<file path="src/rtl/branch_predictor.sv">
// Direct-mapped BTB with 2-bit saturating counters for the RV32 pipeline.
// IF looks up combinationally; MEM trains the table, flags mispredicts and bumps stats.
module branch_predictor #(
   parameter int XLEN    = 32,
   parameter int ENTRIES = 16,
   parameter int STAT_W  = 32
) (
   input  logic              clk,
   input  logic              rst,
   input  logic [XLEN-1:0]   fetch_pc,
   output logic              pred_taken,
   output logic [XLEN-1:0]   pred_target,
   input  logic              upd_valid,
   input  logic [XLEN-1:0]   upd_pc,
   input  logic              upd_is_branch,
   input  logic              upd_taken,
   input  logic [XLEN-1:0]   upd_target,
   input  logic              upd_pred_taken,
   input  logic [XLEN-1:0]   upd_pred_target,
   input  logic              flush,
   output logic              mispredict,
   output logic [STAT_W-1:0] stat_updates,
   output logic [STAT_W-1:0] stat_mispredicts
);

   localparam int IDX_W = $clog2(ENTRIES);
   localparam int TAG_W = XLEN - 2 - IDX_W;

   logic [ENTRIES-1:0] r_valid;
   logic [ENTRIES-1:0] r_isJump;
   logic [TAG_W-1:0]   r_tag    [ENTRIES];
   logic [XLEN-1:0]    r_target [ENTRIES];
   logic [1:0]         r_ctr    [ENTRIES];
   logic [STAT_W-1:0]  r_statUpd;
   logic [STAT_W-1:0]  r_statMis;

   logic [IDX_W-1:0] w_fIdx;
   logic [TAG_W-1:0] w_fTag;
   logic             w_fHit;
   logic [IDX_W-1:0] w_uIdx;
   logic [TAG_W-1:0] w_uTag;
   logic             w_uHit;
   logic [1:0]       w_uCtr;

   assign w_fIdx = fetch_pc[IDX_W+1:2];
   assign w_fTag = fetch_pc[XLEN-1:IDX_W+2];
   assign w_fHit = r_valid[w_fIdx] && (r_tag[w_fIdx] == w_fTag);

   assign pred_taken  = w_fHit && (r_isJump[w_fIdx] || r_ctr[w_fIdx][1]);
   assign pred_target = pred_taken ? r_target[w_fIdx] : fetch_pc + XLEN'(4);

   assign w_uIdx = upd_pc[IDX_W+1:2];
   assign w_uTag = upd_pc[XLEN-1:IDX_W+2];
   assign w_uHit = r_valid[w_uIdx] && (r_tag[w_uIdx] == w_uTag);
   assign w_uCtr = r_ctr[w_uIdx];

   assign mispredict = upd_valid &&
                       ((upd_pred_taken != upd_taken) ||
                        (upd_taken && (upd_pred_target != upd_target)));

   // Flush takes priority over training so that no entry survives a fence.i.
   always_ff @(posedge clk or negedge rst) begin
      if (!rst) begin
         r_valid  <= '0;
         r_isJump <= '0;
         for (int i = 0; i < ENTRIES; i++) begin
            r_tag[i]    <= '0;
            r_target[i] <= '0;
            r_ctr[i]    <= 2'b01;
         end
      end else if (flush) begin
         r_valid <= '0;
      end else if (upd_valid) begin
         if (w_uHit) begin
            if (upd_is_branch) begin
               if (upd_taken) begin
                  if (w_uCtr != 2'b11) r_ctr[w_uIdx] <= w_uCtr + 2'b01;
                  r_target[w_uIdx] <= upd_target;
               end else if (w_uCtr != 2'b00) begin
                  r_ctr[w_uIdx] <= w_uCtr - 2'b01;
               end
            end else begin
               r_ctr[w_uIdx]    <= 2'b11;
               r_target[w_uIdx] <= upd_target;
            end
         end else if (upd_taken) begin
            r_valid[w_uIdx]  <= 1'b1;
            r_tag[w_uIdx]    <= w_uTag;
            r_target[w_uIdx] <= upd_target;
            r_isJump[w_uIdx] <= ~upd_is_branch;
            r_ctr[w_uIdx]    <= upd_is_branch ? 2'b10 : 2'b11;
         end
      end
   end

   // Statistics saturate at all-ones and keep counting through a flush.
   always_ff @(posedge clk or negedge rst) begin
      if (!rst) begin
         r_statUpd <= '0;
         r_statMis <= '0;
      end else begin
         if (upd_valid && (r_statUpd != '1)) r_statUpd <= r_statUpd + STAT_W'(1);
         if (mispredict && (r_statMis != '1)) r_statMis <= r_statMis + STAT_W'(1);
      end
   end

   assign stat_updates     = r_statUpd;
   assign stat_mispredicts = r_statMis;

endmodule
</file>
<file path="config.mk">
export PLATFORM = sky130hd
export DESIGN_NAME = branch_predictor
export DESIGN_NICKNAME = d
export VERILOG_FILES = /design/src/rtl/branch_predictor.sv
export SDC_FILE = /design/constraint.sdc
export NUM_CORES = 2
export LEC_CHECK = 0
export CAP_MARGIN = 20
export CORE_ASPECT_RATIO = 1.75
export CORE_MARGIN = 3
export CORE_UTILIZATION = 45
export DETAILED_ROUTE_END_ITERATION = 8
export PLACE_DENSITY_LB_ADDON = 0.2
export SYNTH_ARGS = -nofsm -noshare
export SYNTH_HDL_FRONTEND = slang
export SYNTH_SLANG_ARGS = --single-unit
</file>
<file path="constraint.sdc">
create_clock -name clk -period 5.4 [get_ports clk]
set_input_delay 0.81 -clock clk [delete_from_list [all_inputs] [get_ports clk]]
set_output_delay 0.81 -clock clk [all_outputs]
set_load 0.01 [all_outputs]
</file>
* Word level (Yosys, flattened, before mapping)
Index checks and enable logic that the tools add are counted.
Storage, ports and cells: register bits 1056, logic and storage cells 149, output and inout bits 98, input port bits 135
Operators by class: mux-type cells 50, reduce and logical (&&, ||, !) cells 19, equal/unequal tests 10, bitwise logic cells 7, add/subtract/negate cells 5, $lt $le $gt $ge 6
Operator list (number):
- two-way mux 512 bit | 3
- bitwise mux 512 bit | 1
- bitwise mux 416 bit | 1
- two-way mux 32 bit | 10
- binary-select mux 26 bit (select 4 bit) | 2
- two-way mux 26 bit | 5
- binary-select mux 32 bit (select 4 bit) | 1
- demux 32 bit (select 4 bit) | 1
- demux 26 bit (select 4 bit) | 1
- bitwise mux 32 bit | 3
- adder 32 x 1 -> 32 bit (second input constant) | 2
- two-way mux 16 bit | 4
- inequality test 32 bit (second input constant) | 2
- equality test 26 bit | 2
- adder 32 x 3 -> 32 bit (second input constant) | 1
- inequality test 32 bit | 1
- OR 32 bit | 1
- binary-select mux 2 bit (select 4 bit) | 2
- bitwise mux 16 bit | 1
- OR 16 bit | 1
- binary-select mux 1 bit (select 4 bit) | 3
- >= comparator 5 bit (second input constant) | 2
- < comparator 4 x 5 -> 1 bit (second input constant) | 2
- two-way mux 2 bit | 5
- 20 further kinds | 40

* Depth between registers and ports, before layout
word-level depth 10, gate-level depth with buffers 18, gate-level depth less buffers 9

* Least setup slack after synthesis
OpenSTA, ideal clock, no wires.
path kind input -> output, from in fetch_pc[2], to out pred_target[10], cell stages on the path 11, required time 4.590 ns, slack 0.267 ns, arrival time 4.323 ns, buffers on the path 4, cell sequence clkbuf_1 -> buf_1 -> mux4_2 -> mux4_2 -> xnor2_1 -> nand4_1 -> nor4b_1 -> nand4_1 -> clkbuf_1 -> buf_1 -> a21oi_1
Between the ends: cells in the longest elaborated chain, start to end 8, elaborated cells on any way between the ends 20, classes of those cells 1 x add/sub; 1 x eq/ne; 14 x mux; 1 x bitwise; 3 x reduce/logical
Ends and longest elaborated chain:
- from (decl) | RTL line 10 | input logic [XLEN-1:0] fetch_pc,
- inverter 4 -> 5 bit (implied by the code) | RTL line 47, 49, 50
- binary-select mux 26 bit (select 4 bit) | RTL line 47 | assign w_fHit = r_valid[w_fIdx] && (r_tag[w_fIdx] == w_fTag);
- two-way mux 26 bit (implied by the code) (2 in a row) | RTL line 47
- equality test 26 bit | RTL line 47
- logical AND 1 bit | RTL line 47
- logical AND 1 bit | RTL line 49 | assign pred_taken = w_fHit && (r_isJump[w_fIdx] || r_ctr[w_fIdx][1]);
- two-way mux 32 bit (*) | RTL line 50 | assign pred_target = pred_taken ? r_target[w_fIdx] : fetch_pc + XLEN'(4);
- to (decl) | RTL line 12 | output logic [XLEN-1:0] pred_target,
Mark *: on every way between the ends. The rest lies on a longest branch, timed or not. The select of a mux whose other input is x is not followed.

* Worst setup path after layout
from reg r_tag[363] (netlist bit), to out pred_target[29]
Between the ends: cells in the longest elaborated chain, start to end 7
Ends and longest elaborated chain:
- from (decl) | RTL line 31 | logic [TAG_W-1:0] r_tag [ENTRIES];
- from (signal, indexed assignment) | RTL line 88 | r_tag[w_uIdx] <= w_uTag;
- binary-select mux 26 bit (select 4 bit) | RTL line 47
- two-way mux 26 bit (implied by the code) (2 in a row) | RTL line 47
- equality test 26 bit | RTL line 47
- logical AND 1 bit | RTL line 47
- logical AND 1 bit | RTL line 49
- two-way mux 32 bit | RTL line 50
No other way between the ends. The select of a mux whose other input is x is not followed.

==> impl_metrics.csv <==
group,metric,value,unit
run_status,status,"completed",
cells_and_area,finish.instance_area,62700,µm²
critical_path,arrival,4460,ps
critical_path,start_kind,"flop",
critical_path,critPathMaxFanout,27,
detailed_routing,drc,0,
global_routing,grt_pass1_wl,238,mm
detailed_routing,routed_wl,161,mm
detailed_routing,first_pass_iters,7,
cts,clock_latency,720,ps
power_and_ir_drop,peakVddDrop,228,µV
cells_and_area,synthToLayoutAreaGrowth,16.6,%
cts,cts_buffers,101,
detailed_routing,ant_nets,0,
cells_and_area,num-fill-cells,9810,
die,core,118000,µm²
sta,hold_violations,0,
global_routing,grt_max_degree,130,
placed_design,place_congestion,0.940,
logic_synthesis,yosysTopAreaCell,"dfrtp_1",
global_routing,antenna_found_initial,6,
sta,clock-skew-final,35.7,ps
sta,tns,0,ps
detailed_routing,vias,33295,
logic_synthesis,synthFlopType,"dfrtp_1",
cts,htreeDepth,3,
sta,max_freq,0.190,GHz
cells_and_area,finalNetCount,4000,
logic_synthesis,avgSynthCellArea,14.9,µm²
power_and_ir_drop,p_leak,28.1,nW
sta,min_period_over_period,97.6,%
logic_synthesis,yosysSeqAreaShare,49.2,%
logic_synthesis,synth_area,53700,µm²
critical_path,endpoint_kind,"output port",
placed_design,port_buffers,230,
logic_synthesis,synth.net_count,3751,
cells_and_area,final_layout_size_suffix_gt1_share,38.1,%
critical_path,timing.rr.start,"r_tag[121]",
die,start_util,45.4,%
detailed_routing,drtIter0Drc,2148,
critical_path,crit_required,4590,ps
cts,path_clk_slew,60,ps
logic_synthesis,synth_cells,3611,
cts,cts_root_buf,"clkbuf_16",
cts,cts.path.max_buffers,3,
power_and_ir_drop,power.density,328,nW/µm²
die,fp-row-count,167,
sta,finalSetupViolations,0,
sta,worstMarginPinSlew,1210,ps
global_routing,grt_usage,26.2,%
critical_path,criticalPathCategory,"flop to output port",
sta,period_minus_slack,5270,ps
global_routing,overflow,0,
logic_synthesis,ys_ff_latch,1056,
placed_design,dpl.hpwl,107,mm
critical_path,worstReg2RegEnd,"r_target[131]",
logic_synthesis,yosys_warnings,0,
die,fp.dieW,267,µm
logic_synthesis,synthArstFlopShare,100,%
logic_synthesis,synth_area_leaders,"dfrtp_1 (48%), mux4_2 (16%), mux2_2 (13%)",
die,die_area,124000,µm²
job,maxCapViolations,0,
logic_synthesis,synth-edff-count,0,
cts,cts_sinks,1056,
logic_synthesis,netlist_top_cells_count,"dfrtp_1 (1040), mux2_2 (636), mux4_2 (379)",
global_routing,grt_pass1_vias,35454,
cts,cts_hold_buf,0,
sta,slew_viol_final,0,
logic_synthesis,yosysUniqueCellTypes,75,
detailed_routing,wl_per_cell,29.4,µm
die,die_h,463,µm
worst_hold_path,hold_class,"primary input to asynchronous set/reset pin",
placed_design,placed_area,59100,µm²
logic_synthesis,post-synth-top-area-fraction,48.4,%
sta,holdWs,115,ps
detailed_routing,avgViaCountPerCell,6.09,
die,io_pins,233,
cts,cts_tree,"built",
sta,slew_headroom,19.0,%
critical_path,r2r_slack,1250,ps
critical_path,r2r.worst_path.cells,11,
logic_synthesis,synth_most_common_cell,"dfrtp_1",
critical path, cell delays in order (launching register included):
cell and delay [ps]:
dfrtp_1 410, mux4_2 480, mux4_2 560, xnor2_2 180, nand2_1 70, or3b_2 470, nor3_1 190, nand4_1 140
buf_4 180, buf_12 160, buf_4 170, a21oi_1 140, clkdlybuf4s50_1 560
cells in the final DEF, fill, tap and decap left out, drive strengths merged, types with 23 or more instances in the layout:
cell | netlist | layout
a21oi | 54 | 54
a22oi | 25 | 25
buf | 175 | 234
clkbuf | 135 | 152
clkdlybuf4s50 | 0 | 219
clkinv | 0 | 25
dfrtp | 1040 | 1040
inv | 53 | 56
mux2 | 968 | 968
mux2i | 92 | 92
mux4 | 379 | 379
nand2 | 78 | 78
nand3 | 50 | 50
nand4 | 54 | 54
nor2 | 75 | 75
nor3 | 36 | 36
o21ai | 23 | 23
xnor2 | 97 | 97
xor2 | 76 | 76
layout make-up:
cell class	instances	area (µm²)	share of cell area (%)
inverter	53	199	0.318
timing repair buffer	456	4930	7.87
clock buffer	150	3080	4.91
sequential	1056	26400	42.2
tap	1521	1900	3.04
clock inverter	37	365	0.583
multi-input combinational	2192	25700	41.1
antenna	4	10.0	0.0160
flip-flops by register name (all words and copies together), names as in the netlist:
signal            cells
r_target            512
r_tag               416
r_ctr                32
stat_mispredicts     32
stat_updates         32
r_isJump             16
r_valid              16
power by group:
group	internal [mW]	switching, mW	total [mW]
clock network	4.22	3.16	7.39
logic	1.94	1.57	3.51
registers	8.96	0.669	9.63
through the flow:
| step | total power [mW] | util (%) | setup WS [ps] | cells |
|---|---|---|---|---|
| after floorplan | 11.8 | - | 267 | 3611 |
| after global routing | 21.4 | 52.9 | -2.67 | 5465 |
| after CTS | 20.7 | 52.8 | 13.0 | 5463 |
| after detailed placement | 13.3 | 49.8 | -85.0 | 5274 |
| after global placement | 13.2 | 49.8 | -93.6 | 5274 |
| final | 20.5 | 52.9 | 129 | 5469 |
metal layers:
metal  track usage (%)  share of wire, %  routed length (µm)  vias up
met3              4.76               5.7                9220      269
li1                  -                 -                   -    14040
met5                 0                 0                   0        -
met4              11.9               4.8                7730        0
met2              45.1                51               81500     1002
met1              32.0                39               62300    17984
what timing repair did:
| action | in CTS | in global routing |
|---|---|---|
| pin swaps | 1 | 1 |
| buffers inserted | 1 | 1 |
| gates cloned | 1 | 1 |
| endpoints found under the setup margin | 4 | 20 |
| resized for setup | 5 | 11 |
| endpoints found under the hold margin | 0 | 0 |
worst max-delay path by stage:
stage | start | endpoint | slack [ps] | depth (start not counted)
after global routing | r_tag[155] | pred_target[29] | -3 | 12
after detailed placement | fetch_pc[2] | pred_target[31] | -90 | 12
after global placement | fetch_pc[2] | pred_target[31] | -90 | 13
after floorplan | fetch_pc[2] | pred_target[10] | 270 | 11
after CTS | fetch_pc[2] | pred_target[31] | 10 | 12
final | r_tag[363] | pred_target[29] | 130 | 12
logic make-up after synthesis:
family	synth area share, %
mux	37.9
flops	49.2
simple gates	4.62
buf+inv	3.24
xor+xnor	2.82
compound gates	2.10
fa+ha+maj	0.116
(Power assumes the default switching activity.)
